`config.mk`:
```
export PLATFORM = sky130hd
export DESIGN_NAME = store_gen
export DESIGN_NICKNAME = d
export VERILOG_FILES = /design/src/rtl/store_gen.sv
export SDC_FILE = /design/constraint.sdc
export NUM_CORES = 1
export LEC_CHECK = 0
export BUFFER_PORTS_ARGS = -buffer_cell sky130_fd_sc_hd__buf_2
export CAP_MARGIN = 20
export CORE_AREA = 3 3 461 463
export DETAILED_ROUTE_END_ITERATION = 12
export DIE_AREA = 0 0 464 466
export PLACE_DENSITY = 0.42
export SETUP_SLACK_MARGIN = 0.4
export SLEW_MARGIN = 20
export SYNTH_ARGS = -nofsm -noshare
export SYNTH_HDL_FRONTEND = slang
export SYNTH_SLANG_ARGS = --single-unit
```
`constraint.sdc`:
```
create_clock -name clk -period 2.36 [get_ports clk]
set_input_delay 0.472 -clock clk [delete_from_list [all_inputs] [get_ports clk]]
set_output_delay 0.472 -clock clk [all_outputs]
set_load 0.1 [all_outputs]
```
`src/rtl/store_gen.sv`:
```
// store_gen: replays a small table of (address, data) store beats onto a
// memwrite/dataadr/writedata bus, with a programmable idle gap between beats.
//
// Ports
//   clk         single clock, rising-edge
//   reset       asynchronous, active-low reset
//   start       one-cycle replay request (IDLE only)
//   ready       memory accept; a beat transfers when memwrite & ready
//   cfg_we      table write strobe (IDLE only), entry cfg_idx <= {cfg_addr, cfg_data}
//   cfg_idx     table entry index (bits above log2(DEPTH) ignored)
//   cfg_addr    store address for the written entry
//   cfg_data    store data for the written entry
//   cfg_len_we  length register write strobe (IDLE only)
//   cfg_len     replay length, saturated to DEPTH
//   memwrite    registered beat valid
//   dataadr     registered store address, 0 when memwrite=0
//   writedata   registered store data, 0 when memwrite=0
//   busy        high in every state but IDLE
//   done        one-cycle pulse once a replay completes
//   count       beats transferred in the current/last replay
//
// state    | meaning
// ---------+-------------------------------------------------------------
// ST_IDLE  | waiting for start; configuration writes accepted
// ST_ISSUE | beat idx presented, held until ready
// ST_GAP   | GAP idle cycles between beats (gcnt counts down to 0)
// ST_DONE  | done pulse, then back to IDLE
module store_gen #(
    parameter int DEPTH = 16,
    parameter int GAP   = 1
) (
    input  logic        clk,
    input  logic        reset,
    input  logic        start,
    input  logic        ready,
    input  logic        cfg_we,
    input  logic [3:0]  cfg_idx,
    input  logic [31:0] cfg_addr,
    input  logic [31:0] cfg_data,
    input  logic        cfg_len_we,
    input  logic [4:0]  cfg_len,
    output logic        memwrite,
    output logic [31:0] dataadr,
    output logic [31:0] writedata,
    output logic        busy,
    output logic        done,
    output logic [4:0]  count
);

    localparam int IW = (DEPTH > 1) ? $clog2(DEPTH) : 1;
    localparam logic [3:0] GAP_LOAD = (GAP > 0) ? 4'(GAP - 1) : 4'd0;

    typedef enum logic [1:0] {ST_IDLE, ST_ISSUE, ST_GAP, ST_DONE} state_t;

    state_t      state, state_d;
    logic [4:0]  idx, idx_d, idx_inc, count_d;
    logic [3:0]  gcnt, gcnt_d;
    logic        mw_d;
    logic [31:0] adr_d, dat_d;

    logic [31:0] tab_addr [DEPTH];
    logic [31:0] tab_data [DEPTH];
    logic [4:0]  len_q;

    logic          cfg_ok;
    logic [IW-1:0] widx;
    logic [4:0]    len_sat, len_eff;
    logic [31:0]   first_addr, first_data;

    assign cfg_ok  = (state == ST_IDLE);
    assign widx    = cfg_idx[IW-1:0];
    assign len_sat = (cfg_len > 5'(DEPTH)) ? 5'(DEPTH) : cfg_len;
    assign idx_inc = idx + 5'd1;

    // A write landing on the same edge as start must be seen by the replay,
    // so the length and entry 0 are bypassed from the cfg inputs.
    assign len_eff    = (cfg_ok && cfg_len_we) ? len_sat : len_q;
    assign first_addr = (cfg_ok && cfg_we && widx == '0) ? cfg_addr : tab_addr[0];
    assign first_data = (cfg_ok && cfg_we && widx == '0) ? cfg_data : tab_data[0];

    always_ff @(posedge clk or negedge reset) begin
        if (!reset) begin
            for (int i = 0; i < DEPTH; i++) begin
                tab_addr[i] <= '0;
                tab_data[i] <= '0;
            end
            tab_addr[0] <= 32'd80;
            tab_addr[1] <= 32'd84;
            tab_data[1] <= 32'd7;
            len_q       <= 5'd2;
        end else begin
            if (cfg_ok && cfg_we) begin
                tab_addr[widx] <= cfg_addr;
                tab_data[widx] <= cfg_data;
            end
            if (cfg_ok && cfg_len_we)
                len_q <= len_sat;
        end
    end

    always_comb begin
        state_d = state;
        idx_d   = idx;
        count_d = count;
        gcnt_d  = gcnt;
        mw_d    = 1'b0;
        adr_d   = '0;
        dat_d   = '0;
        unique case (state)
            ST_IDLE: begin
                if (start) begin
                    count_d = '0;
                    idx_d   = '0;
                    if (len_eff != '0) begin
                        state_d = ST_ISSUE;
                        mw_d    = 1'b1;
                        adr_d   = first_addr;
                        dat_d   = first_data;
                    end else begin
                        state_d = ST_DONE;
                    end
                end
            end
            ST_ISSUE: begin
                mw_d  = 1'b1;
                adr_d = dataadr;
                dat_d = writedata;
                if (ready) begin
                    count_d = count + 5'd1;
                    if (idx == len_q - 5'd1) begin
                        state_d = ST_DONE;
                        mw_d    = 1'b0;
                        adr_d   = '0;
                        dat_d   = '0;
                    end else begin
                        idx_d = idx_inc;
                        if (GAP == 0) begin
                            adr_d = tab_addr[idx_inc[IW-1:0]];
                            dat_d = tab_data[idx_inc[IW-1:0]];
                        end else begin
                            state_d = ST_GAP;
                            gcnt_d  = GAP_LOAD;
                            mw_d    = 1'b0;
                            adr_d   = '0;
                            dat_d   = '0;
                        end
                    end
                end
            end
            ST_GAP: begin
                if (gcnt == 4'd0) begin
                    state_d = ST_ISSUE;
                    mw_d    = 1'b1;
                    adr_d   = tab_addr[idx[IW-1:0]];
                    dat_d   = tab_data[idx[IW-1:0]];
                end else begin
                    gcnt_d = gcnt - 4'd1;
                end
            end
            ST_DONE: begin
                state_d = ST_IDLE;
                idx_d   = '0;
            end
            default: state_d = ST_IDLE;
        endcase
    end

    always_ff @(posedge clk or negedge reset) begin
        if (!reset) begin
            state     <= ST_IDLE;
            idx       <= '0;
            gcnt      <= '0;
            count     <= '0;
            memwrite  <= 1'b0;
            dataadr   <= '0;
            writedata <= '0;
            busy      <= 1'b0;
            done      <= 1'b0;
        end else begin
            state     <= state_d;
            idx       <= idx_d;
            gcnt      <= gcnt_d;
            count     <= count_d;
            memwrite  <= mw_d;
            dataadr   <= adr_d;
            writedata <= dat_d;
            busy      <= (state_d != ST_IDLE);
            done      <= (state_d == ST_DONE);
        end
    end

endmodule

```
After elaboration in Yosys (flattened, before gate mapping):

Cells that the tools add are included.

* output and inout bits: 72
* register bits: 1112

* add/subtract/negate cells: 4
* reductions and logical operators: 15
* bitwise operators: 2
* $lt $le $gt $ge: 4
* eq/ne operators: 9
* mux-type cells: 44

Operators by type and width (number)
* bitwise mux 512 bit: 2
* two-way mux 32 bit: 14
* binary-select mux 32 bit (select 4 bit): 2
* one-hot mux 32 bit (3 select lines): 2
* demux 32 bit (select 4 bit): 1
* two-way mux 5 bit: 6
* one-hot mux 5 bit (3 select lines): 1
* two-way mux 4 bit: 3
* adder 5 x 1 -> 5 bit (second input constant): 2
* >= comparator 5 bit (second input constant): 2
* NOT 4 -> 5 bit: 2
* one-hot mux 5 bit (2 select lines): 1
* logical NOT 4 bit: 2
* two-way mux 2 bit: 4
* inequality test 2 bit (second input constant): 4
* one-hot mux 2 bit (4 select lines): 1
* one-hot mux 4 bit (2 select lines): 1
* AND reduction 4 bit: 2
* == test 2 bit (second input constant): 3
* nonzero test 2 bit: 3
* == test 5 bit: 1
* greater-than comparator 5 bit (second input constant): 1
* less-than comparator 5 x 1 -> 1 bit (second input constant): 1
* two-way mux 1 bit: 5
* 9 further kinds: 12

Depth between registers and ports, before layout:

* word-level depth: 8
* depth in mapped cells: 8
* gate-level depth less buffers: 7

Worst setup path after synthesis:

No wires, ideal clock.

* path type: register to register
* start point: register idx[1]
* end point: register dataadr[31]
* slack: 0.029 ns
* stages on the path, launching flop included: 8
* buffers on the path: 3
* arrival time: 2.212 ns
* setup time: 0.120 ns
* period minus slack after synthesis: 2.331 ns
* cells stage by stage: dfrtp_1 > clkbuf_1 > clkbuf_1 > clkbuf_1 > mux4_2 > mux2_2 > a221o_1 > a31o_1

* longest elaborated chain between the ends: 6

Ends and longest elaborated chain
* start, declared: line 56 `logic [4:0] idx, idx_d, idx_inc, count_d;`
* start signal, assigned: line 181 `idx <= idx_d;`
* NOT 4 -> 5 bit (not written as such): line 154 `adr_d = tab_addr[idx[IW-1:0]];`
* binary-select mux 32 bit (select 4 bit): line 154
* two-way mux 32 bit (not written as such) (2 in a row): line 154
* two-way mux 32 bit: line 151 `if (gcnt == 4'd0) begin`
* one-hot mux 32 bit (3 select lines): line 109 `unique case (state)`
* end signal, assigned: line 185 `dataadr <= adr_d;`
* end, declared: line 43 `output logic [31:0] dataadr,`

Every way passes these cells. The select of a mux whose other input is x is not followed.
A chain may end at the register's enable or synchronous reset.

Final worst setup path:

* start point: register idx[0]
* end point: register writedata[31]

* longest elaborated chain between the ends: 6

Ends and longest elaborated chain
* NOT 4 -> 5 bit (not written as such): line 155 `dat_d = tab_data[idx[IW-1:0]];`
* binary-select mux 32 bit (select 4 bit): line 155
* two-way mux 32 bit (not written as such) (2 in a row): line 155
* two-way mux 32 bit: line 151
* one-hot mux 32 bit (3 select lines): line 109
* end signal, assigned: line 186 `writedata <= dat_d;`
* end, declared: line 44 `output logic [31:0] writedata,`

Every way passes these cells. The select of a mux whose other input is x is not followed.

==> results.toml <==
[status]
status = "complete, but fails checks"
violations = "negative setup slack"

[grt]
grtUsageMet3 = 0.02475
met1_usage = 0.2052
grt_pass1_wl_mm = 233.5
grt_max_degree = 93
first_global_vias = 31540
grt_usage = 0.1462
antenna_found_initial = 31
grt-busiest-layer = "met2"
gr-usage-met2 = 0.2347
grt_remaining_overflow = 0

[logic_synthesis]
syn_area_per_cell_um2 = 15.96
yosys.area.top_type_share = 0.5517
yosysMostFrequentCell = "dfrtp_1"
synthesis.nets = 3219
ys_seq_area_frac = 0.5565
synthCells = 3135
yosysTopAreaCell = "dfrtp_1"
synth_seq_cells = 1112
synth_cell_types = 50
ys_warn_count = 0
async_flop_share = 1.000
synth_area_mm2 = 0.05003
synth_flop_cell = "dfrtp_1"
synth.area.top_cells = "dfrtp_1 55%, mux2_2 24%, mux4_2 12%"
synth_edf_count = 0
ys_top_cells_by_count = "1,103 x dfrtp_1, 1,045 x mux2_2, 256 x mux4_2"

[route]
drt-pass1-iter-count = 5
drtIter0Drc = 1762
route.vias.total = 29490
ant_nets = 0
wirelength_mm = 166.9
drc = 0
wl_per_cell_um = 26.13
avgViaCountPerCell = 4.618

[pwr]
power.density_mw_per_mm2 = 1267
irDropWorstVdd_uv = 829.4
finalPower_mw = 83.21
p_leak_nw = 28.65

[cells_and_area]
fin_cells = 6386
nets = 3545
fin_area_mm2 = 0.06568
syn_to_final_growth_pct = 31.30
drive_gt1_frac = 0.5830

[setup_path]
crit_type = "flip-flop to flip-flop"
crit_required_ns = 3.02
arrival_ns = 3.05
endpoint_kind = "flip-flop"
worstSetupStartpointType = "flip-flop"
crit_fanout = 6

[placed_design]
numPortBuffers = 150
place_area_mm2 = 0.05650
dp_hpwl_mm = 94.83
gp_congestion = 0.7172
placed_cells_incl_taps = 6007

[sta]
fin_crit_ns = 2.383
fin_tns_setup_ns = -0.03669
setup-violations-final = 2
finalHoldViolCount = 0
max_slew_margin = 0.6337
fin_ws_ns = -0.02292
fin_hold_ws_ns = 0.08405
max_freq_mhz = 419.7
finalCritPeriodShare = 1.010
rsz0062_at_grt = "true"
worst_pin_slew_ns = 0.5494
maxSlewViolCount = 0
fin_skew_ns = 0.02490

[clocking]
clock_path_buffers = 3
cts_sinks = 1112
insertion_delay_ns = 0.77
cts-buffers-inserted = 138
cts-root-buf = "clkbuf_16"
path_clk_slew_ns = 0.06
htreeDepth = 4
cts_tree = "done"

[worst_hold_path]
hold_class = "primary input to flip-flop"

[floorplan]
ios = 151
start_util = 0.2392
die_h_um = 466
rows = 168
die_w_um = 464
core_area_mm2 = 0.2092
floorplan.die_area_mm2 = 0.2162

[job]
drv_cap = 0
path summary, 6_finish.rpt:
kind	from	endpoint	slack, ns	cells after the start
setup / recovery	idx[0]	writedata[31]	-0.02	8
setup reg to reg	idx[0]	writedata[31]	-0.02	8
min in group asynchronous	reset	tab_data[453]	0.22	2
hold / removal	cfg_len[2]	len_q[2]	0.08	3
max in group asynchronous	reset	tab_addr[492]	1.14	4
hold reg to reg	tab_addr[437]	tab_addr[437]	0.49	1
worst max-delay path, stage by stage, from the launching register on:
cell and delay [ns]:
dfrtp_4 0.55, buf_12 0.16, buf_16 0.15, buf_12 0.13, buf_8 0.12, mux4_2 0.42
mux2_4 0.27, a221o_1 0.29, a31o_1 0.18
stage by stage:
stage,utilization,setup WS (ns)
after floorplan,-,0.2722
after global routing,0.3140,-0.05348
after detailed placement,0.2701,-0.1045
final,0.3140,-0.02292
after global placement,0.2701,-0.1448
after CTS,0.3029,0.006842
layout make-up:
type	count	area, µm²
tap	2805	3510
timing repair buffer	465	7025
antenna	10	25.02
clock inverter	35	553.0
sequential	1112	27900
clock buffer	215	4014
inverter	8	30.03
fill	20510	143500
multi-input combinational	1736	22630
flip-flops by register name (all words and copies together) (netlist names):
name       flops
tab_data     512
dataadr       32
writedata     32
count          5
idx            5
len_q          5
busy           1
gcnt           4
tab_addr     512
memwrite       1
state          2
done           1
timing repair:
action,CTS,global route
setup endpoints to repair,1123,683
gates resized for setup,396,354
pin swaps,8,12
hold endpoints to repair,200,0
buffers inserted,42,27
gates cloned,17,27
hold buffers,6,0
layout by cell type (no fill, tap or decap), types with 67 or more instances in the layout:
master	Yosys	final
mux2_4	0	386
clkbuf_16	0	164
nor2_1	81	71
buf_4	0	84
mux2_2	1045	696
mux4_2	256	256
buf_2	74	77
buf_12	0	182
dfrtp_1	1103	1061
a221o_1	67	67
cells by family (layout without fill, tap and decap cells):
logic type | after synthesis | after routing | synth area share
buf+inv | 287 | 723 | 0.02474
compound gates | 162 | 162 | 0.02854
flops | 1112 | 1112 | 0.5565
fa+ha+maj | 5 | 5 | 0.001251
simple gates | 151 | 151 | 0.01421
mux | 1410 | 1410 | 0.3734
other cells | 0 | 10 | 0
xor+xnor | 8 | 8 | 0.001401
layer usage:
| metal | share of wire | routed length, µm |
|---|---|---|
| met5 | 0.00042 | 70 |
| met4 | 0.017 | 2875 |
| met3 | 0.036 | 6064 |
| met2 | 0.47 | 78130 |
| met1 | 0.48 | 79740 |
power by group:
group | switching (mW) | internal [mW]
registers | 4.75 | 27.6
logic | 12.0 | 17.6
clock network | 8.81 | 12.5
(Power assumes the default switching activity.)
